File: src/rtl/mem_access_unit_pkg.sv
// Shared types for the lock-arbitrated data memory front end.
// Lock and memory request bundles plus the access FSM states.
package mem_access_unit_pkg;

  localparam int RPL_ID_W = 8;

  typedef enum logic [1:0] {
    S_IDLE,
    S_WAIT,
    S_BACKOFF,
    S_RESP
  } mac_state_e;

  typedef struct packed {
    logic        wen;
    logic [31:0] addr;
    logic [31:0] wdata;
  } mem_req_t;

  // id is sized for the widest pool; narrower ports zero-extend
  typedef struct packed {
    logic                req;
    logic [RPL_ID_W-1:0] id;
  } rpl_req_t;

  function automatic logic is_aligned(input logic [31:0] a);
    return a[1:0] == 2'b00;
  endfunction

endpackage

File: src/rtl/mem_access_unit.sv
// Per-port load/store front end: requests the memory lock,
// drives the access while granted and returns a one-cycle response.
module mem_access_unit
  import mem_access_unit_pkg::*;
#(
  parameter int ID_WIDTH = 4,
  parameter int PORT_ID  = 0,
  parameter int TIMEOUT  = 15,
  parameter int BACKOFF  = 2,
  parameter int RETRY_W  = 8
) (
  input  logic               clock,
  input  logic               reset,
  input  logic               req_valid,
  output logic               req_ready,
  input  logic               req_wen,
  input  logic [31:0]        req_addr,
  input  logic [31:0]        req_wdata,
  output logic               resp_valid,
  output logic [31:0]        resp_rdata,
  output logic               resp_err,
  output rpl_req_t           rpl_out,
  output mem_req_t           mem_out,
  input  logic               grant,
  input  logic [31:0]        rdata,
  output logic [RETRY_W-1:0] retry_cnt
);

  localparam int CNT_MAX = (TIMEOUT > BACKOFF) ? TIMEOUT : BACKOFF;
  localparam int CNT_W   = $clog2(CNT_MAX + 1);

  localparam logic [CNT_W-1:0] TO_LAST = CNT_W'(TIMEOUT - 1);
  localparam logic [CNT_W-1:0] BO_LAST = CNT_W'(BACKOFF - 1);

  localparam logic [ID_WIDTH-1:0] ID_VAL = ID_WIDTH'(PORT_ID);
  localparam logic [RPL_ID_W-1:0] MY_ID  = RPL_ID_W'(ID_VAL);

  mac_state_e         state, state_d;
  logic [CNT_W-1:0]   cnt, cnt_d;
  mem_req_t           op, op_d;
  logic [31:0]        rdata_q, rdata_d;
  logic               err_q, err_d;
  logic [RETRY_W-1:0] retry_q, retry_d;

  always_comb begin
    state_d = state;
    cnt_d   = cnt;
    op_d    = op;
    rdata_d = rdata_q;
    err_d   = err_q;
    retry_d = retry_q;
    unique case (state)
      S_IDLE: begin
        if (req_valid) begin
          op_d  = '{wen: req_wen, addr: req_addr, wdata: req_wdata};
          cnt_d = '0;
          if (is_aligned(req_addr)) begin
            state_d = S_WAIT;
          end else begin
            state_d = S_RESP;
            err_d   = 1'b1;
            rdata_d = '0;
          end
        end
      end
      S_WAIT: begin
        if (grant) begin
          rdata_d = op.wen ? 32'd0 : rdata;
          err_d   = 1'b0;
          state_d = S_RESP;
        end else if (cnt == TO_LAST) begin
          state_d = S_BACKOFF;
          cnt_d   = '0;
          if (retry_q != '1) retry_d = retry_q + 1'b1;
        end else begin
          cnt_d = cnt + 1'b1;
        end
      end
      S_BACKOFF: begin
        if (cnt == BO_LAST) begin
          state_d = S_WAIT;
          cnt_d   = '0;
        end else begin
          cnt_d = cnt + 1'b1;
        end
      end
      S_RESP: state_d = S_IDLE;
      default: state_d = S_IDLE;
    endcase
  end

  always_ff @(posedge clock or posedge reset) begin
    if (reset) begin
      state   <= S_IDLE;
      cnt     <= '0;
      op      <= '0;
      rdata_q <= '0;
      err_q   <= 1'b0;
      retry_q <= '0;
    end else begin
      state   <= state_d;
      cnt     <= cnt_d;
      op      <= op_d;
      rdata_q <= rdata_d;
      err_q   <= err_d;
      retry_q <= retry_d;
    end
  end

  // ready is gated by reset so it drops the instant reset asserts
  assign req_ready  = (state == S_IDLE) && !reset;
  assign resp_valid = (state == S_RESP);
  assign resp_rdata = rdata_q;
  assign resp_err   = err_q;
  assign retry_cnt  = retry_q;

  always_comb begin
    rpl_out = '0;
    mem_out = '0;
    if (state == S_WAIT) begin
      rpl_out.req = 1'b1;
      rpl_out.id  = MY_ID;
      mem_out     = op;
    end
  end

endmodule

File: config.mk
export PLATFORM = sky130hd
export DESIGN_NAME = mem_access_unit
export DESIGN_NICKNAME = d
export VERILOG_FILES = /design/src/rtl/mem_access_unit_pkg.sv /design/src/rtl/mem_access_unit.sv
export SDC_FILE = /design/constraint.sdc
export NUM_CORES = 1
export LEC_CHECK = 0
export ABC_AREA = 1
export CAP_MARGIN = 40
export CORE_MARGIN = 4
export CORE_UTILIZATION = 40
export CTS_CLUSTER_DIAMETER = 80
export DETAILED_ROUTE_END_ITERATION = 6
export GPL_ROUTABILITY_DRIVEN = 0
export PLACE_DENSITY = 0.77
export SKIP_LAST_GASP = 1
export SLEW_MARGIN = 20
export SYNTH_ARGS = -nofsm -noshare
export SYNTH_HDL_FRONTEND = slang
export SYNTH_SLANG_ARGS = --single-unit
File: constraint.sdc
create_clock -name clock -period 3.1 [get_ports clock]
set_input_delay 0.31 -clock clock [delete_from_list [all_inputs] [get_ports clock]]
set_output_delay 0.31 -clock clock [all_outputs]
set_load 0.01 [all_outputs]
==> results.toml <==
[power_and_ir_drop]
power_density_nw_per_um2 = 939
internal_power_mw = 4.95
p_seq_share_pct = 33.7
leakagePower_nw = 4.10
netSwitchingPower_mw = 2.61
clockPowerShare_pct = 16.2
ir_worst_vdd_uv = 626
p_sw_share_pct = 34.5
combinationalPowerShare_pct = 50.1

[placed_design]
port_buffers = 209
dp_hpwl_um = 9830
dp_cells = 939
pre_cts_ws_ns = 0.955

[clock_network]
insertion_delay_ns = 0.35
numCtsBuffers = 9
ctsResizeCount = 0
cts_sinks = 112
root_buffer = "clkbuf_16"
clk_pin_slew_worst_paths_ns = 0.07
cts-htree-levels = 3
cts_tree = "built"
postCtsSetupRepairBufs = 0
clock_path_buffers = 2
ctsHoldBuffers = 0

[sta]
fin_crit_sh_pct = 81.3
setup_viol = 0
rsz0062_at_grt = "false"
timing.fmax_mhz = 397
holdWs_ns = 0.482
fin_ws_ns = 0.580
final.setup_skew_ns = 0.0106
hold_viol_final = 0
tightest_slew_ns = 0.605
tns_ns = 0
min_period_ns = 2.52
slew_violations = 0
slew_headroom_pct = 59.7

[setup_path]
crit_path_frequent_cell = "inv_1"
cp_cell_sequence = "inv_1, ha_2, buf_12, nand2_1, inv_1, clkdlybuf4s50_1"
r2r-end = "resp_err"
critPathBufInv = 4
r2r-start = "state[0]"
cp_num_cells = 6
cpPeakStageDelay_ns = 0.54
crit_required_ns = 2.79
cp.arrival_ns = 2.21
cp_max_fo = 69
critPathLaunch = "state[1]"
critPathLaunchType = "register"
rrSetupSlack_ns = 1.10
criticalPathCategory = "register to primary output"
reg2reg_depth = 8
cp_slowest_cell = "clkdlybuf4s50_1"
cp-endpoint = "mem_out[50]"
crit_path_end_kind = "primary output"
cp_top_family = "buffers and inverters"

[floorplanning]
die_w_um = 126
start_util_pct = 41.4
dieArea_sq_um = 15800
design.core.area_sq_um = 13400
num_rows = 42
die_h_um = 126
ioPinCount = 218

[hold_path]
hp-class = "register to register"

[final_layout]
final_common_cell = "clkdlybuf4s50_1"
drive_above_1_share_pct = 14.1
finalNetCount = 881
n_antenna_cell = 0
final_cell_mix = "clkdlybuf4s50_1 (209), nand2_1 (185), dfrtp_1 (112), inv_1 (85), mux2_4 (50)"
synthToLayoutAreaGrowth_pct = 45.2
instances_no_fill = 955
post-route-util_pct = 60.2

[drt]
ant_nets = 0
via_count = 4242
drt-initial-drc-count = 203
viasPerCell = 4.44
wire_per_inst_um = 14.1
drt-total-wl_um = 13400
drt-pass1-iter-count = 4
drcViolationCount = 0

[global_route]
grt_pass1_wl_um = 21500
grt_pass1_vias = 4205
track_usage_pct = 16.7
overflow = 0
grt_antenna_before_repair = 0
grt_max_degree = 70

[synthesis]
synth_edf_count = 0
ys_seq_area_share_pct = 50.5
synth_area_sq_um = 5550
synth_ff_type = "dfrtp_1"
yosysUniqueCellTypes = 25
ys_ff_latch = 112
synth.avg_cell_area_sq_um = 9.71
yosys_warnings = 0
syn_inst = 572
async_flop_share_pct = 100

[status]
status = "finished, final reports clean"

[job]
maxCapViolations = 0
-- stage by stage --
stage	total power, mW	instance area (sq um)
global placement	6.32	7750
floorplan	4.81	5580
CTS	7.66	8060
global route	8.09	8060
detailed placement	6.40	7750
finish	7.57	8060
-- worst min-delay path by stage --
stage | start | endpoint | slack (ns) | cells after the start
finish | resp_rdata[8] | resp_rdata[8] | 0.48 | 2
global route | resp_rdata[31] | resp_rdata[31] | 0.50 | 2
CTS | resp_rdata[31] | resp_rdata[31] | 0.49 | 2
detailed placement | resp_rdata[31] | resp_rdata[31] | 0.47 | 2
global placement | resp_rdata[4] | resp_rdata[4] | 0.46 | 2
floorplan | rdata[10] | resp_rdata[10] | 0.46 | 2
-- Yosys cell counts, types with 3 or more instances --
master    count  area [sq um]
o21ai_1      22           110
mux2_4       50           751
clkbuf_1      3          11.3
inv_1        86           323
nor2_1       17          63.8
a21oi_1       3          15.0
buf_6        12           135
nand3_1       7          35.0
o21ai_2      14           123
xor2_1        3          26.3
ha_1          6          75.1
buf_4         8          60.1
mux2_2       15           169
o21ai_0       8          40.0
nand2_1     187           702
dfrtp_1     112          2800
buf_2        10          50.1
-- layout make-up --
class                      instances  area, sq um
timing repair buffer             217         2190
clock buffer                      11          233
inverter                          87          330
sequential                       112         2800
clock inverter                     5         81.3
multi-input combinational        347         2200
tap                              176          220
fill                            1160         5340
-- worst register-to-register path: cells and delay by family (launching register included) --
family | cells | cell delay, ns
buffers and inverters | 3 | 0.56
and+or+nand+nor | 2 | 0.44
DFF | 1 | 0.42
adders and majority gates | 1 | 0.27
AOI/OAI and AO/OA | 2 | 0.21
-- state kept, by name, indices dropped and copies added, names as in the netlist --
signal	cells
resp_err	1
resp_rdata	32
retry_cnt	8
state	2
cnt	4
op	65
-- cell families (layout without fill, tap and decap cells) --
logic type / Yosys count / count (layout) / synth area share [%]
multiplexers: 65 / 65 / 16.6
AO/OA/AOI/OAI: 47 / 47 / 5.18
XOR/XNOR: 4 / 4 / 0.631
other: 1 / 8 / 0.0675
adder cells (fa/ha/maj): 6 / 6 / 1.35
AND/OR/NAND/NOR: 217 / 217 / 15.2
buffers and inverters: 120 / 320 / 10.5
flip-flops: 112 / 112 / 50.5
-- power by group through the flow --
stage	clock network [mW]	registers (mW)	logic (mW)
floorplan	0	2.57	2.24
global placement	0	2.54	3.78
detailed placement	0	2.56	3.84
CTS	1.26	2.55	3.85
global route	1.32	2.64	4.13
finish	1.23	2.55	3.79
-- layer usage --
layer | vias up | GRT usage, % | part of all wire (%)
met5 | - | 0 | 0
met3 | 23 | 3.73 | 5.5
li1 | 2137 | - | -
met4 | 0 | 6.25 | 2.5
met2 | 127 | 28.2 | 48
met1 | 1955 | 21.2 | 44
Power figures use the tool's default switching activity.
